$ cat config.mk
export PLATFORM = sky130hd
export DESIGN_NAME = fifo_prog
export DESIGN_NICKNAME = d
export VERILOG_FILES = /design/src/rtl/fifo_prog.sv
export SDC_FILE = /design/constraint.sdc
export NUM_CORES = 1
export LEC_CHECK = 0
export ABC_AREA = 0
export CAP_MARGIN = 20
export CORE_MARGIN = 2
export CORE_UTILIZATION = 40
export DETAILED_ROUTE_END_ITERATION = 10
export SYNTH_ARGS = -nofsm -noshare
export SYNTH_HDL_FRONTEND = slang
export SYNTH_SLANG_ARGS = --single-unit
$ cat constraint.sdc
create_clock -name i_clk -period 3.5 [get_ports i_clk]
set_clock_uncertainty 0.2 [all_clocks]
set_input_delay 1.05 -clock i_clk [delete_from_list [all_inputs] [get_ports i_clk]]
set_output_delay 1.05 -clock i_clk [all_outputs]
set_load 0.005 [all_outputs]
$ cat src/rtl/fifo_prog.sv
// fifo_prog: single-clock FIFO with selectable read mode (first-word-fall-through or
// registered), runtime almost-full/almost-empty thresholds, synchronous flush,
// pass-through when full and sticky overflow/underflow flags.
module fifo_prog #(
  parameter int unsigned p_WORD_LEN  = 8,
  parameter int unsigned p_FIFO_SIZE = 8,
  parameter bit          p_FWFT      = 1'b1,
  localparam int unsigned p_ADDR_LEN = $clog2(p_FIFO_SIZE)
) (
  input  logic                  i_clk,
  input  logic                  i_reset,
  input  logic                  i_flush,
  input  logic [p_WORD_LEN-1:0] i_enq_data,
  input  logic                  i_enq_en,
  output logic                  o_enq_rdy,
  input  logic                  i_deq_en,
  output logic                  o_deq_rdy,
  output logic [p_WORD_LEN-1:0] o_out_data,
  output logic                  o_out_valid,
  output logic [p_ADDR_LEN:0]   o_len,
  output logic                  o_full,
  output logic                  o_empty,
  input  logic [p_ADDR_LEN:0]   i_afull_thr,
  input  logic [p_ADDR_LEN:0]   i_aempty_thr,
  output logic                  o_afull,
  output logic                  o_aempty,
  output logic                  o_overflow,
  output logic                  o_underflow,
  input  logic                  i_clr_err
);

  localparam logic [p_ADDR_LEN:0] PtrOne = 1;

  // Pointers carry one extra wrap bit so full and empty are distinguishable.
  logic [p_ADDR_LEN:0]   head_q, head_d, tail_q, tail_d;
  logic [p_WORD_LEN-1:0] mem [p_FIFO_SIZE];
  logic                  overflow_q, overflow_d, underflow_q, underflow_d;
  logic                  push, pop, wr_en;

  // Occupancy and status decode from the pointer pair.
  always_comb begin
    o_empty   = (head_q == tail_q);
    o_full    = (head_q[p_ADDR_LEN-1:0] == tail_q[p_ADDR_LEN-1:0]) &&
                (head_q[p_ADDR_LEN] != tail_q[p_ADDR_LEN]);
    o_len     = head_q - tail_q;
    o_enq_rdy = !o_full;
    o_deq_rdy = !o_empty;
    o_afull   = (o_len >= i_afull_thr);
    o_aempty  = (o_len <= i_aempty_thr);
  end

  // Accept decode; a pop frees the slot a full FIFO needs, so push+pop passes through.
  always_comb begin
    pop   = i_deq_en && !o_empty;
    push  = i_enq_en && (!o_full || (i_deq_en && o_deq_rdy));
    wr_en = push && !i_flush;
  end

  // Pointer and sticky-flag next state; flush drops this cycle's traffic and errors.
  always_comb begin
    head_d      = head_q;
    tail_d      = tail_q;
    overflow_d  = overflow_q && !i_clr_err;
    underflow_d = underflow_q && !i_clr_err;
    if (i_flush) begin
      head_d      = '0;
      tail_d      = '0;
      overflow_d  = overflow_q;
      underflow_d = underflow_q;
    end else begin
      if (push) head_d = head_q + PtrOne;
      if (pop)  tail_d = tail_q + PtrOne;
      // A new error beats a simultaneous clear.
      if (i_enq_en && o_full && !pop) overflow_d = 1'b1;
      if (i_deq_en && o_empty)        underflow_d = 1'b1;
    end
  end

  // State register with synchronous reset.
  always_ff @(posedge i_clk) begin
    if (i_reset) begin
      head_q      <= '0;
      tail_q      <= '0;
      overflow_q  <= 1'b0;
      underflow_q <= 1'b0;
    end else begin
      head_q      <= head_d;
      tail_q      <= tail_d;
      overflow_q  <= overflow_d;
      underflow_q <= underflow_d;
    end
  end

  // Storage write; contents are deliberately not cleared by reset.
  always_ff @(posedge i_clk) begin
    if (!i_reset && wr_en) mem[head_q[p_ADDR_LEN-1:0]] <= i_enq_data;
  end

  always_comb begin
    o_overflow  = overflow_q;
    o_underflow = underflow_q;
  end

  if (p_FWFT) begin : g_fwft
    // Head word visible combinationally; all ones while empty.
    always_comb begin
      o_out_valid = !o_empty;
      o_out_data  = o_empty ? '1 : mem[tail_q[p_ADDR_LEN-1:0]];
    end
  end else begin : g_reg
    logic [p_WORD_LEN-1:0] out_data_q;
    logic                  out_valid_q;

    // Registered read: popped word lands one edge later with a one-cycle valid pulse.
    always_ff @(posedge i_clk) begin
      if (i_reset) begin
        out_data_q  <= '0;
        out_valid_q <= 1'b0;
      end else if (i_flush) begin
        out_valid_q <= 1'b0;
      end else begin
        out_valid_q <= pop;
        if (pop) out_data_q <= mem[tail_q[p_ADDR_LEN-1:0]];
      end
    end

    always_comb begin
      o_out_valid = out_valid_q;
      o_out_data  = out_data_q;
    end
  end

endmodule

; After elaboration in Yosys (flattened, before gate mapping)
; Memory sizes are Yosys's and may differ from the RTL's. A register that Yosys moved wholly into a read port is not among the register bits.
; Cells that the tools add are included.
; W data, S select, Z words.
[totals]
ff_bits = 10
ramBits = 64
word_cells = 38
n_memories = 1
[memory_table]
columns = name, depth, word_bits, read_ports, rd_clocked_by_memory_dff, wr, line
row1 = mem, 8, 8, 1, 1, 1, 36  ; logic [p_WORD_LEN-1:0] mem [p_FIFO_SIZE];
[op_classes]
add_sub_neg = 3
magnitude_cmp = 2
n_eq_ne = 3
n_mux = 7
n_reduce_logical = 18
[ops]
columns = operator, count
row1 = $logic_and A1 B1 Y1, 10
row2 = $add A4 B1 Y4 const B, 2
row3 = $mux W8, 1
row4 = $logic_not A1 Y1, 6
row5 = $mux W3, 2
row6 = $eq A4 B4 Y1, 1
row7 = $ge A4 B4 Y1, 1
row8 = $le A4 B4 Y1, 1
row9 = $mux W1, 4
row10 = $sub A4 B4 Y4, 1
row11 = $eq A3 B3 Y1, 1
row12 = $reduce_or A2 Y1, 1
row13 = $logic_or A1 B1 Y1, 1
row14 = $ne A1 B1 Y1, 1

; Longest topological paths before layout
; Gate-level depths: netlist of the first run.
[logic_depth]
ltp_word = 9
depth_mapped = 10
mapped_depth_nobuf = 10

; Worst setup path after synthesis of the first run
; Ideal clock, no wire load.
[synth_path]
path_kind = reg2out
start = reg head_q[1]
end = out o_aempty
arrival_ps = 1845
t_required_ps = 2250
slack_ps = 405
path_stages_with_launch = 9
cell_sequence = dfxtp_1 > ha_1 > a21o_1 > a21oi_1 > xnor2_1 > ha_1 > a21oi_1 > o21ai_0 > o21ai_0
[synth_between]
elab_chain_cells = 2
[synth_rtl]
columns = item, line
row1 = start: declaration, 35  ; logic [p_ADDR_LEN:0] head_q, head_d, tail_q, tail_d;
row2 = start signal: assignment, 82  ; head_q <= '0;
row3 = start signal: assignment, 87  ; head_q <= head_d;
row4 = $sub A4 B4 Y4, 45  ; o_len = head_q - tail_q;
row5 = named net o_len[3], 20  ; output logic [p_ADDR_LEN:0] o_len,
row6 = $le A4 B4 Y1, 49  ; o_aempty = (o_len <= i_aempty_thr);
row7 = end: declaration, 26  ; output logic o_aempty,
; The timed path passes the listed nets, and every way through them passes these cells.

; Worst setup path after layout of the first run
[layout_path]
start = reg head_q[0]
end = out o_afull
[layout_between]
elab_chain_cells = 2
[layout_rtl]
columns = item, line
row1 = $sub A4 B4 Y4, 45
row2 = $ge A4 B4 Y1, 48  ; o_afull = (o_len >= i_afull_thr);
row3 = end: declaration, 25  ; output logic o_afull,
; Every way passes these cells.

==> results_dict.tcl, run 1 <==
set metrics [dict create \
    cts_max_path_buffers 2 \
    grt_first_pass_wirelength_um 10540 \
    maxSlewViolCount 0 \
    combPwrFrac_pct 9.1 \
    nets 331 \
    fmax_mhz 289.1 \
    p_int_w 0.001330 \
    synthToLayoutAreaGrowth_pct 32.43 \
    hold_buffers 0 \
    cpLargestDelayFamily "adder cells" \
    cts_buffers 9 \
    drtIter0Drc 103 \
    core_region_area_mm2 0.008175 \
    p_switching_w 0.0003682 \
    grt_max_degree 17 \
    synth-simple-area-share_pct 6.493 \
    rows 33 \
    synth.largest_area_cell "edfxtp_1" \
    worst-slew-pin-transition_ns 0.3480 \
    synth-async-reset-ratio_pct 0 \
    synth_top_area_share_pct 57.31 \
    irDropWorstVdd_v 0.0001991 \
    status "finished, final reports clean" \
    p_leak_nw 1.573 \
    layout_common_cells "edfxtp_1, buf_4, clkdlybuf4s50_1, mux4_2, nor2_1" \
    ant_nets 0 \
    wl_um 6795 \
    syn_nets 245 \
    path_class "flop to output port" \
    top_usage_layer "met2" \
    startpoint_type "flop" \
    vias 2023 \
    hp-class "flop to flop" \
    crit_path_end_kind "output port" \
    ys_seq_area_share_pct 65.07 \
    cp_data_required_time_ns 2.25 \
    max_stage_delay_ns 0.63 \
    wl_per_cell_um 16.82 \
    layout-drive-gt1-share_pct 35.45 \
    diodes 0 \
    synth_top_family_by_area "multiplexers" \
    ys.flop_type "edfxtp_1" \
    port_buffers 42 \
    power_density_mw_per_mm2 382.4 \
    cts_tree "built" \
    fin_crit_sh_pct 98.83 \
    finalHoldViolCount 0 \
    drt-vias-per-instance 5.007 \
    synthAdderAreaFrac_pct 5.448 \
    p_clk_share_pct 32.0 \
    cts_sinks 77 \
    postSynthAreaPerCell_um2 16.04 \
    worst-path-stages 9 \
    post-route-util_pct 54.32 \
    clk_pin_slew_ns 0.07 \
    ff_latch_area_mm2 0.002187 \
    rsz0062_at_grt "yes" \
    min_path_cells 2 \
    multi_input_comb_area_mm2 0.001164 \
    die_h_um 95.56 \
    initial_core_util_pct 41.02 \
    grt.total_usage_pct 16.31 \
    synth_cell_types 40 \
    dpl.hpwl_um 4725 \
    cp_max_fo 3 \
    ys_ff_latch 77 \
    cts-root-buf "clkbuf_8" \
    firstDrtPassIters 5 \
    yosys_warnings 0 \
    maxCapViolCount 0 \
    met2_usage_pct 27.80 \
    grt_pass1_vias 2075 \
    synth_area_leaders "edfxtp_1, mux4_2, dfxtp_1" \
    layout.cells.most_common "edfxtp_1" \
    synth_area_mm2 0.003353 \
    min_period_ns 3.459 \
    power_frac_seq_pct 58.9 \
    ios 43 \
    muxShareOfSynthArea_pct 11.04 \
    synthCells 209 \
    fill_cells 692 \
    synth_compound_area_share_pct 5.709 \
    drcViolationCount 0 \
    max-slew-margin-rel_pct 76.67 \
    clk_latency_ns 0.33 \
    cpMaxStageDelayCell "fa_2" \
    crit_chain "inv_2 > ha_4 > inv_2 > fa_2 > ha_4 > a21boi_2 > o21ai_1 > a21oi_1 > buf_2" \
    overflow 0 \
    rr_worst_depth 9 \
    gp_congestion 0.7547 \
    die_w_um 95.56 \
    crit_arrival_ns 2.21 \
    cp.buffers_inverters 3 \
    grtUsageMet3_pct 3.320 \
    power_w 0.001698 \
    setup_viol 0 \
    met1_usage_pct 20.35 \
    synth_xor_area_share_pct 2.575 \
    synth-edff-count 64 \
    htreeDepth 3 \
    dieArea_mm2 0.009132 \
    power.share.switching_pct 21.68 \
    antenna_found_initial 0 \
]
worst paths after layout:
check | slack, ns | start | to
setup / recovery | 0.04 | head_q[0] | o_afull
hold / removal | 0.30 | o_underflow | o_underflow
setup reg to reg | 1.10 | tail_q[1] | mem[3][0]
hold reg to reg | 0.30 | o_underflow | o_underflow
flip-flops by register name (all words and copies together), names as in the netlist, named ones only:
register     cells
o_overflow       1
tail_q           4
mem             64
o_underflow      1
head_q           4
stage by stage:
| step | TNS [ns] | worst slack [ns] | std cells | cell area, µm² | hold WS (ns) |
|---|---|---|---|---|---|
| detailed placement | -0.8930 | -0.4626 | 380 | 4103 | 0.2841 |
| floorplan | 0 | 0.4051 | 209 | 3353 | 0.2760 |
| finish | 0 | 0.04101 | 404 | 4441 | 0.3015 |
| global placement | -0.7937 | -0.4119 | 380 | 4103 | 0.2841 |
| global route | -0.06529 | -0.06529 | 404 | 4441 | 0.3433 |
| CTS | -0.05699 | -0.05699 | 398 | 4309 | 0.3148 |
cells in the mapped netlist (2+ instances only):
cell type	number
clkbuf_1	2
o21ai_0	6
buf_2	2
inv_1	15
xor2_1	5
dfxtp_1	13
ha_1	13
nor3_1	4
edfxtp_1	64
o22a_1	8
a21oi_1	6
buf_6	3
nor2_1	16
xnor2_1	3
mux4_2	16
or3_4	2
a32oi_1	2
nand3_1	2
nand2_1	6
final cells by class:
type,count,share of cell area (%)
Timing Repair Buffer,84,16.74
Clock inverter,6,0.7044
Clock buffer,9,2.790
Multi-Input combinational cell,107,26.20
Sequential cell,77,49.25
Inverter,16,1.352
Tap cell,105,2.959
worst register-to-register path: cells and delay by family, from the launching register on:
kind / cells / cell delay [ns]
adder cells (fa/ha/maj): 1 / 0.20
buffers and inverters: 4 / 0.59
AND/OR/NAND/NOR: 4 / 0.78
flip-flops: 1 / 0.33
power by group through the flow:
stage          sequential (W)  combinational [W]  clock [W]
2_1_floorplan         0.00102          0.0000630          0
3_3_place_gp          0.00102           0.000141          0
3_5_place_dp          0.00102           0.000143          0
4_1_cts              0.000999           0.000147   0.000555
5_1_grt              0.000999           0.000170   0.000593
6_report             0.000999           0.000155   0.000544
kinds of logic (layout without fill, tap and decap cells):
family,count (synthesis),in the layout
AND/OR/NAND/NOR,40,40
multiplexers,17,17
XOR/XNOR,9,9
adder cells (fa/ha/maj),14,14
flip-flops,77,77
buffers and inverters,25,115
AO/OA/AOI/OAI,27,27
repair_timing:
action,4_1_cts,5_1_grt
gates resized for setup,26,22
endpoints found under the setup margin,11,7
pin swaps,11,13
setup buffers,3,6
layer usage:
metal	wire [µm]	part of all wire, %	up-vias
met5	0	0	-
met4	111	1.6	0
met3	222	3.3	8
met2	3439	51	37
met1	3021	44	1008
li1	-	-	970
(Power assumes the default switching activity.)
==> run 2: changes to the inputs <==
Settings changed: CELL_PAD_IN_SITES_DETAIL_PLACEMENT from default to 0, CELL_PAD_IN_SITES_GLOBAL_PLACEMENT from default to 2, PLACE_DENSITY_LB_ADDON from default to 0.1.
==> run 2 against run 1 <==
Net effect:
- hold slack about the same
- largest power group unchanged
- die area unchanged
- sequential power is essentially flat
- largest cell class unchanged
- global-route usage decreased by 0.72 points
- cell area is 1.3% higher
- non-clock buffer count down 12
- clock power rose by 45%
- maximum frequency up 1.1%
- flip-flop and latch count is the same
- via count shrank 2.4%
- routed wire length is 6.2% lower
- register-to-register slack gained 0.08 ns
==> results_dict.tcl, run 2 (synthesis results as in run 1) <==
set metrics [dict create \
    status "finished, final reports clean" \
    post_dp_cell_area_mm2 0.004065 \
    drt-vias-per-instance 5.025 \
    initial_core_util_pct 41.02 \
    min_path_cells 2 \
    cts-root-buf "clkbuf_8" \
    layout_common_cells "edfxtp_1, clkdlybuf4s50_1, buf_4, mux4_2, nor2_1" \
    htreeDepth 3 \
    diodes 0 \
    crit_chain "clkdlybuf4s50_1 > inv_1 > ha_4 > a21oi_2 > o21ai_2 > o21ai_1 > buf_2" \
    rr_startpoint "tail_q[1]" \
    die_w_um 95.56 \
    fill_cells 700 \
    p_leak_nw 1.567 \
    dpl.hpwl_um 4331 \
    top_usage_layer "met2" \
    grt_max_degree 17 \
    ff_latch_area_mm2 0.002187 \
    crit_path_end_kind "output port" \
    cts_max_path_buffers 2 \
    core_region_area_mm2 0.008175 \
    maxCapViolCount 0 \
    cp_data_required_time_ns 2.25 \
    drtIter0Drc 79 \
    crit_arrival_ns 2.17 \
    port_buffers 42 \
    hp-class "flop to flop" \
    die_h_um 95.56 \
    power_w 0.001943 \
    nets 319 \
    dieArea_mm2 0.009132 \
    worst-slew-pin-transition_ns 0.3798 \
    power_density_mw_per_mm2 431.8 \
    largest_reg_flops 64 \
    startpoint_type "primary input" \
    combPwrFrac_pct 8.0 \
    synthToLayoutAreaGrowth_pct 34.18 \
    rr_worst_depth 9 \
    drcViolationCount 0 \
    p_clk_share_pct 40.5 \
    wl_um 6374 \
    multi_input_comb_area_mm2 0.001227 \
    worstReg2RegEnd "mem[3][6]" \
    path_class "primary input to output port" \
    hold_buffers 0 \
    gp_congestion 0.7093 \
    cp.buffers_inverters 3 \
    power_frac_seq_pct 51.4 \
    met2_usage_pct 25.06 \
    grt_first_pass_wirelength_um 10100 \
    clk_pin_slew_ns 0.07 \
    finalHoldViolCount 0 \
    irDropWorstVdd_v 0.0001783 \
    p_switching_w 0.0003811 \
    fin_area_mm2 0.004499 \
    cts_sinks 77 \
    fmax_mhz 292.4 \
    grtUsageMet3_pct 4.664 \
    cp_max_fo 2 \
    ant_nets 0 \
    holdCritStartpoint "o_overflow" \
    grt_pass1_vias 2002 \
    firstDrtPassIters 4 \
    overflow 0 \
    setup_viol 0 \
    vias 1975 \
    clk_latency_ns 0.34 \
    cts_tree "built" \
    min_period_ns 3.420 \
    max_stage_delay_ns 0.45 \
    whs_ns 0.3018 \
    rows 33 \
    cpMaxStageDelayCell "clkdlybuf4s50_1" \
    met1_usage_pct 19.98 \
    layout-drive-gt1-share_pct 35.42 \
    cpLargestDelayFamily "buffers and inverters" \
    maxSlewViolCount 0 \
    r2r_slack_ns 1.18 \
    max-slew-margin-rel_pct 74.54 \
    cts_buffers 9 \
    power.share.switching_pct 19.62 \
    fin_crit_sh_pct 97.72 \
    ios 43 \
    p_int_w 0.001562 \
    grt.total_usage_pct 15.59 \
    layout.cells.most_common "edfxtp_1" \
    min_to "o_overflow" \
    antenna_found_initial 0 \
    wl_per_cell_um 16.22 \
]
-- run 2: changes by cell type in the layout (fill, tap and decap cells not counted), moves of 3 or more --
cell           change
clkinv_2           -3
dlygate4sd2_1      +3
buf_4             -14
bufinv_16          +3
-- run 2: per-layer routing --
metal	part of all wire [%]	wire length, µm
met2	50	3217
met5	0	0
met1	44	2815
met3	4.3	277
met4	1.0	64
-- run 2: metrics by stage --
step	util, %	setup slack [ns]	instances	TNS, ns
after floorplan	-	0.4051	209	0
after global placement	49.72	-0.4518	375	-0.8511
after detailed placement	49.72	-0.4563	375	-0.8627
after CTS	53.58	-0.01369	392	-0.01735
after global routing	55.04	-0.004698	393	-0.004698
final	55.04	0.07986	393	0
-- run 2: area by class of cell --
type | count | area share [%]
Tap cell | 105 | 2.920
Clock buffer | 11 | 2.920
Clock inverter | 5 | 2.392
Sequential cell | 77 | 48.61
Inverter | 16 | 1.335
Multi-Input combinational cell | 107 | 27.28
Timing Repair Buffer | 72 | 14.54
-- run 2: how the worst max path moves through the flow --
stage,start,cells past startpoint,to,slack [ns]
global placement,i_afull_thr[1],7,o_afull,-0.45
global route,tail_q[1],10,o_afull,-0.005
CTS,i_aempty_thr[1],7,o_aempty,-0.01
floorplan,head_q[1],8,o_aempty,0.41
detailed placement,i_afull_thr[1],7,o_afull,-0.46
finish,i_aempty_thr[1],7,o_aempty,0.08
-- run 2: power groups by stage --
stage                     registers, W  clock network [W]  logic [W]
after floorplan                0.00102                  0  0.0000630
after global placement         0.00102                  0   0.000142
final                         0.000999           0.000787   0.000156
after global routing          0.000999           0.000853   0.000175
after CTS                     0.000999           0.000808   0.000146
after detailed placement       0.00102                  0   0.000142
-- run 2: worst register-to-register path, delay by kind of cell, from the launching register on --
kind	cells	cell delay [ns]
simple gates	4	0.69
flops	1	0.36
buf+inv	4	0.56
fa+ha+maj	1	0.21
-- run 2: timing repair --
action | CTS | global route
setup endpoints to repair | 13 | 5
pin swaps | 8 | 12
resized for setup | 36 | 25
buffers inserted | 1 | 1
gates cloned | 0 | 0
==> run 3: changes to the inputs <==
Settings changed: CORE_UTILIZATION 40 to 36, PLACE_DENSITY_LB_ADDON 0.1 to 0.25.
Clock period 3.5 ns to 2.8 ns, I/O delays scaled along.
==> run 3 against run 2 <==
Net effect:
- the flow now finishes with violations (setup timing)
- total power grew 17%
- clock-buffer cell count shrank 2
- hold slack improved by 0.014 ns
- register-to-register slack got worse by 0.76 ns
- die area up 11%
- largest cell class unchanged
- largest power group unchanged
==> results_dict.tcl, run 3 (synthesis results as in run 1) <==
set metrics [dict create \
    path_class "flop to output port" \
    gp_congestion 0.7559 \
    dp.cells 390 \
    startpoint "head_q[0]" \
    clk_pin_slew_ns 0.08 \
    fmax_mhz 313.3 \
    max-slew-margin-rel_pct 79.87 \
    layout_common_cells "edfxtp_1, buf_4, clkdlybuf4s50_1, buf_6, mux4_2" \
    dpl.hpwl_um 4396 \
    setup_viol 13 \
    port_buffers 42 \
    r2r_slack_ns 0.42 \
    grt_max_degree 17 \
    p_leak_nw 1.651 \
    cpLargestDelayFamily "adder cells" \
    max_stage_delay_ns 0.36 \
    overflow 0 \
    drtIter0Drc 118 \
    rr_worst_depth 9 \
    cts_tree "built" \
    post-route-util_pct 50.36 \
    core_region_area_mm2 0.009153 \
    clk_latency_ns 0.35 \
    ant_nets 0 \
    maxSlewViolCount 0 \
    crit_top_cell "inv_4" \
    grt.total_usage_pct 15.29 \
    fin_crit_sh_pct 114.0 \
    cts_buffers 9 \
    cpMaxStageDelayCell "fa_2" \
    htreeDepth 3 \
    hp-class "flop to flop" \
    fin_cells 422 \
    post_dp_cell_area_mm2 0.004155 \
    drcViolationCount 0 \
    die_w_um 100.5 \
    irDropWorstVdd_v 0.0002891 \
    tns_ns -3.546 \
    cp.buffers_inverters 4 \
    vias 2043 \
    crit_arrival_ns 2.15 \
    startpoint_type "flop" \
    crit_path_end_kind "output port" \
    wl_per_cell_um 16.49 \
    wl_um 6959 \
    min_path_cells 2 \
    fill_cells 815 \
    finalHoldViolCount 0 \
    finalWorstSetupSlack_ns -0.3919 \
    layout-drive-gt1-share_pct 42.77 \
    min_period_ns 3.192 \
    worst-slew-pin-transition_ns 0.2972 \
    status "finished with violations" \
    ios 43 \
    grt_first_pass_wirelength_um 11110 \
    cts-root-buf "clkbuf_8" \
    die_h_um 100.5 \
    hold_buffers 0 \
    power_density_mw_per_mm2 492.7 \
    worst-path-stages 10 \
    diodes 0 \
    antenna_found_initial 0 \
    nets 343 \
    worstReg2RegEnd "mem[5][6]" \
    cp_max_fo 2 \
    rsz0062_at_grt "yes" \
    rows 35 \
    rr_startpoint "head_q[2]" \
    drt-vias-per-instance 4.841 \
    cp_data_required_time_ns 1.76 \
    largest_reg_flops 64 \
    cts_sinks 77 \
    endpoint "o_afull" \
    synthToLayoutAreaGrowth_pct 37.46 \
    initial_core_util_pct 36.64 \
    layout.cells.most_common "edfxtp_1" \
    crit_chain "inv_4 > ha_4 > inv_4 > fa_2 > xor2_2 > buf_4 > ha_1 > o21ai_1 > a21oi_1 > buf_2" \
    dieArea_mm2 0.01010 \
    fin_area_mm2 0.004609 \
    cts_max_path_buffers 2 \
    firstDrtPassIters 4 \
    violations "setup timing" \
    grt_pass1_vias 2126 \
    maxCapViolCount 0 \
]
## run 3: changes by cell type in the layout (fill, tap and decap cells not counted), moves of 4 or more
cell,delta
buf_6,+20
dlygate4sd2_1,-7
buf_4,+9
inv_2,-4
buf_2,+8
ha_1,+4
ha_4,-4
dlymetal6s2s_1,-4
## run 3: final cells by class
type | count | area, µm² | area share [%]
Multi-Input combinational cell | 107 | 1162 | 25.22
Sequential cell | 77 | 2187 | 47.45
Inverter | 16 | 67.56 | 1.466
Tap cell | 111 | 138.9 | 3.013
Timing Repair Buffer | 96 | 865.8 | 18.78
Clock buffer | 9 | 123.9 | 2.687
Clock inverter | 6 | 63.81 | 1.384
## run 3: timing repair
action | 4_1_cts | 5_1_grt
resized for setup | 106 | 13
setup endpoints to repair | 19 | 16
buffers inserted | 15 | 6
pin swaps | 18 | 16
## run 3: worst min-delay path by stage
stage                 from  slack, ns          end
6_report        o_overflow       0.32   o_overflow
5_1_grt         o_overflow       0.36   o_overflow
4_1_cts         o_overflow       0.33   o_overflow
3_5_place_dp    o_overflow       0.30   o_overflow
3_3_place_gp   o_underflow       0.29  o_underflow
2_1_floorplan    tail_q[1]       0.28         flop
## run 3: per-layer routing
metal / GRT usage [%] / part of all wire, % / vias up
li1: - / - / 993
met1: 21.03 / 46 / 984
met2: 23.75 / 49 / 53
met3: 3.051 / 3.8 / 13
met4: 6.639 / 1.5 / 0
met5: 0 / 0 / -
## run 3: report_power, final
| group | switching [W] | total [W] | internal (W) |
|---|---|---|---|
| combinational | 0.0000935 | 0.000224 | 0.000130 |
| clock | 0.000393 | 0.000799 | 0.000406 |
| sequential | 0.00000317 | 0.00125 | 0.00125 |
| total | 0.000489 | 0.00227 | 0.00178 |
## run 3: stage by stage
step,total power (W),worst slack [ns],hold slack [ns]
floorplan,0.001355,-0.06837,0.2760
global route,0.002372,-0.5234,0.3565
CTS,0.002299,-0.4259,0.3293
detailed placement,0.001460,-0.7198,0.3047
finish,0.002271,-0.3919,0.3162
global placement,0.001458,-0.7033,0.2932
## run 3: tightest hold or removal path: cells and delay by family, from the launching register on
family,cells,cell delay [ns]
flops,1,0.35
simple gates,1,0.07
compound gates,1,0.06
==> RTL edit: new RTL, config.mk and constraints of run 2 <==
The parameter `p_FWFT` goes from 1'b1 to 1'b0.
--- a/src/rtl/fifo_prog.sv
+++ b/src/rtl/fifo_prog.sv
@@ -4,7 +4,7 @@
 module fifo_prog #(
   parameter int unsigned p_WORD_LEN  = 8,
   parameter int unsigned p_FIFO_SIZE = 8,
-  parameter bit          p_FWFT      = 1'b1,
+  parameter bit          p_FWFT      = 1'b0,
   localparam int unsigned p_ADDR_LEN = $clog2(p_FIFO_SIZE)
 ) (
   input  logic                  i_clk,
Behaviour: not the same (Yosys sat finds a counterexample within 4 cycles, from zero or initial values and one cycle with i_reset high).
==> RTL edit against run 2 <==
  * The run now ends with negative setup slack left
  * Sequential share of layout area up 2.3 points
  * Area after synthesis up 5.0%
  * Final area up 0.75%
  * Wire length up 12%
  * Combinational power down 11%
  * Worst setup slack worse by 0.24 ns
  * Sequential cell count up 6
  * Power down 0.56%
  * Largest cell class unchanged
  * Largest power group unchanged
  * Critical endpoint unchanged
==> RTL edit: results (changes against run 2) <==
.. list-table::
   :header-rows: 1

   * - Metric
     - Value
   * - Status
     - finished with violations
   * - Violations in the final reports
     - negative setup slack
   * - CP top delay family
     - adder cells
   * - Largest net degree at the start of global routing
     - 20 (+3)
   * - Placed Cells
     - 402 (+7.2%)
   * - Count of cells along the worst register-to-register path
     - 8 (-1)
   * - Most used standard cells in the synthesized netlist
     - sky130_fd_sc_hd__edfxtp_1, sky130_fd_sc_hd__nand2_1, sky130_fd_sc_hd__dfxtp_1
   * - Number of failing setup endpoints in the final timing report
     - 2 (+2)
   * - Total cell area at the placement stage
     - 4234 um^2 (+4.2%)
   * - Total via count in the routed design
     - 2119 (+7.3%)
   * - Vias in the first global route
     - 2026 (+1.2%)
   * - Startpoint of the worst-slack reg-to-reg timing path
     - tail_q[1]
   * - Data arrival at the endpoint of the critical path
     - 2.41 ns (+0.24 ns)
   * - Cell count after synthesis
     - 233 (+11%)
   * - Setup WS post-layout
     - -0.1640 ns (-0.2438 ns)
   * - Endpoint of the worst hold-timing path
     - o_out_data[0]
   * - Fraction of final layout cells with drive strength greater than 1
     - 26.92% (-8.5 points)
   * - Post-layout nets
     - 343 (+7.5%)
   * - Number of DRC markers after the initial detailed-route iteration
     - 111 (+41%)
   * - Total global routing track utilization
     - 15.66% (+0.074 points)
   * - Static leakage
     - 1.659 nW (+5.8%)
   * - Routability cong.
     - 0.6907 (-2.6%)
   * - Reg-to-Reg End
     - mem[0][2]
   * - Detailed-route wire length per cell
     - 17.06 um (+5.2%)
   * - Cell count of the worst hold path
     - 1 (-1)
   * - Type of the setup path with the least slack
     - reg2out
   * - Detail Route met3 WL
     - 225 um (-19%)
   * - Register area share after synthesis
     - 65.36% (+0.29 points)
   * - Sequential share of power
     - 55.4% (+4.0 points)
   * - Setup slack, reg-to-reg
     - 1.09 ns (-0.09 ns)
   * - Hold Worst Slack
     - 0.2814 ns (-0.02041 ns)
   * - Fill cell count
     - 756 (+8.0%)
   * - Switching power
     - 0.4310 mW (+13%)
   * - DP HPWL
     - 4801 um (+11%)
   * - Setup TNS after final layout
     - -0.2934 ns (-0.2934 ns)
   * - Met1 demand-to-capacity share in global routing
     - 22.42% (+2.4 points)
   * - GR met2 Demand/Resource
     - 23.45% (-1.6 points)
==> RTL edit: cell type report <==
class / count / area, um^2 / area share [%]
clock inverters: 6 / 72.57 / 1.601
inverters: 14 / 58.81 / 1.297
multi-input cells: 130 / 1209 / 26.66
repair buffers: 69 / 614.3 / 13.55
well taps: 108 / 135.1 / 2.981
flip-flops and latches: 83 / 2306 / 50.87
clock buffers: 10 / 137.6 / 3.036
==> RTL edit: timing repair <==
item,in CTS,in global routing
setup buffers,2,0
pin swaps,6,3
endpoints found under the setup margin,5,4
gates resized for setup,26,4
==> RTL edit: kinds of logic (layout without fill, tap and decap cells) <==
kind of cell	after synthesis	in the layout	share of synthesized area, %
buffers and inverters	20	99	2.487
AND/OR/NAND/NOR	65	65	8.881
adder cells (fa/ha/maj)	14	14	5.187
multiplexers	16	16	10.23
flip-flops	83	83	65.36
AO/OA/AOI/OAI	28	28	5.897
XOR/XNOR	7	7	1.954
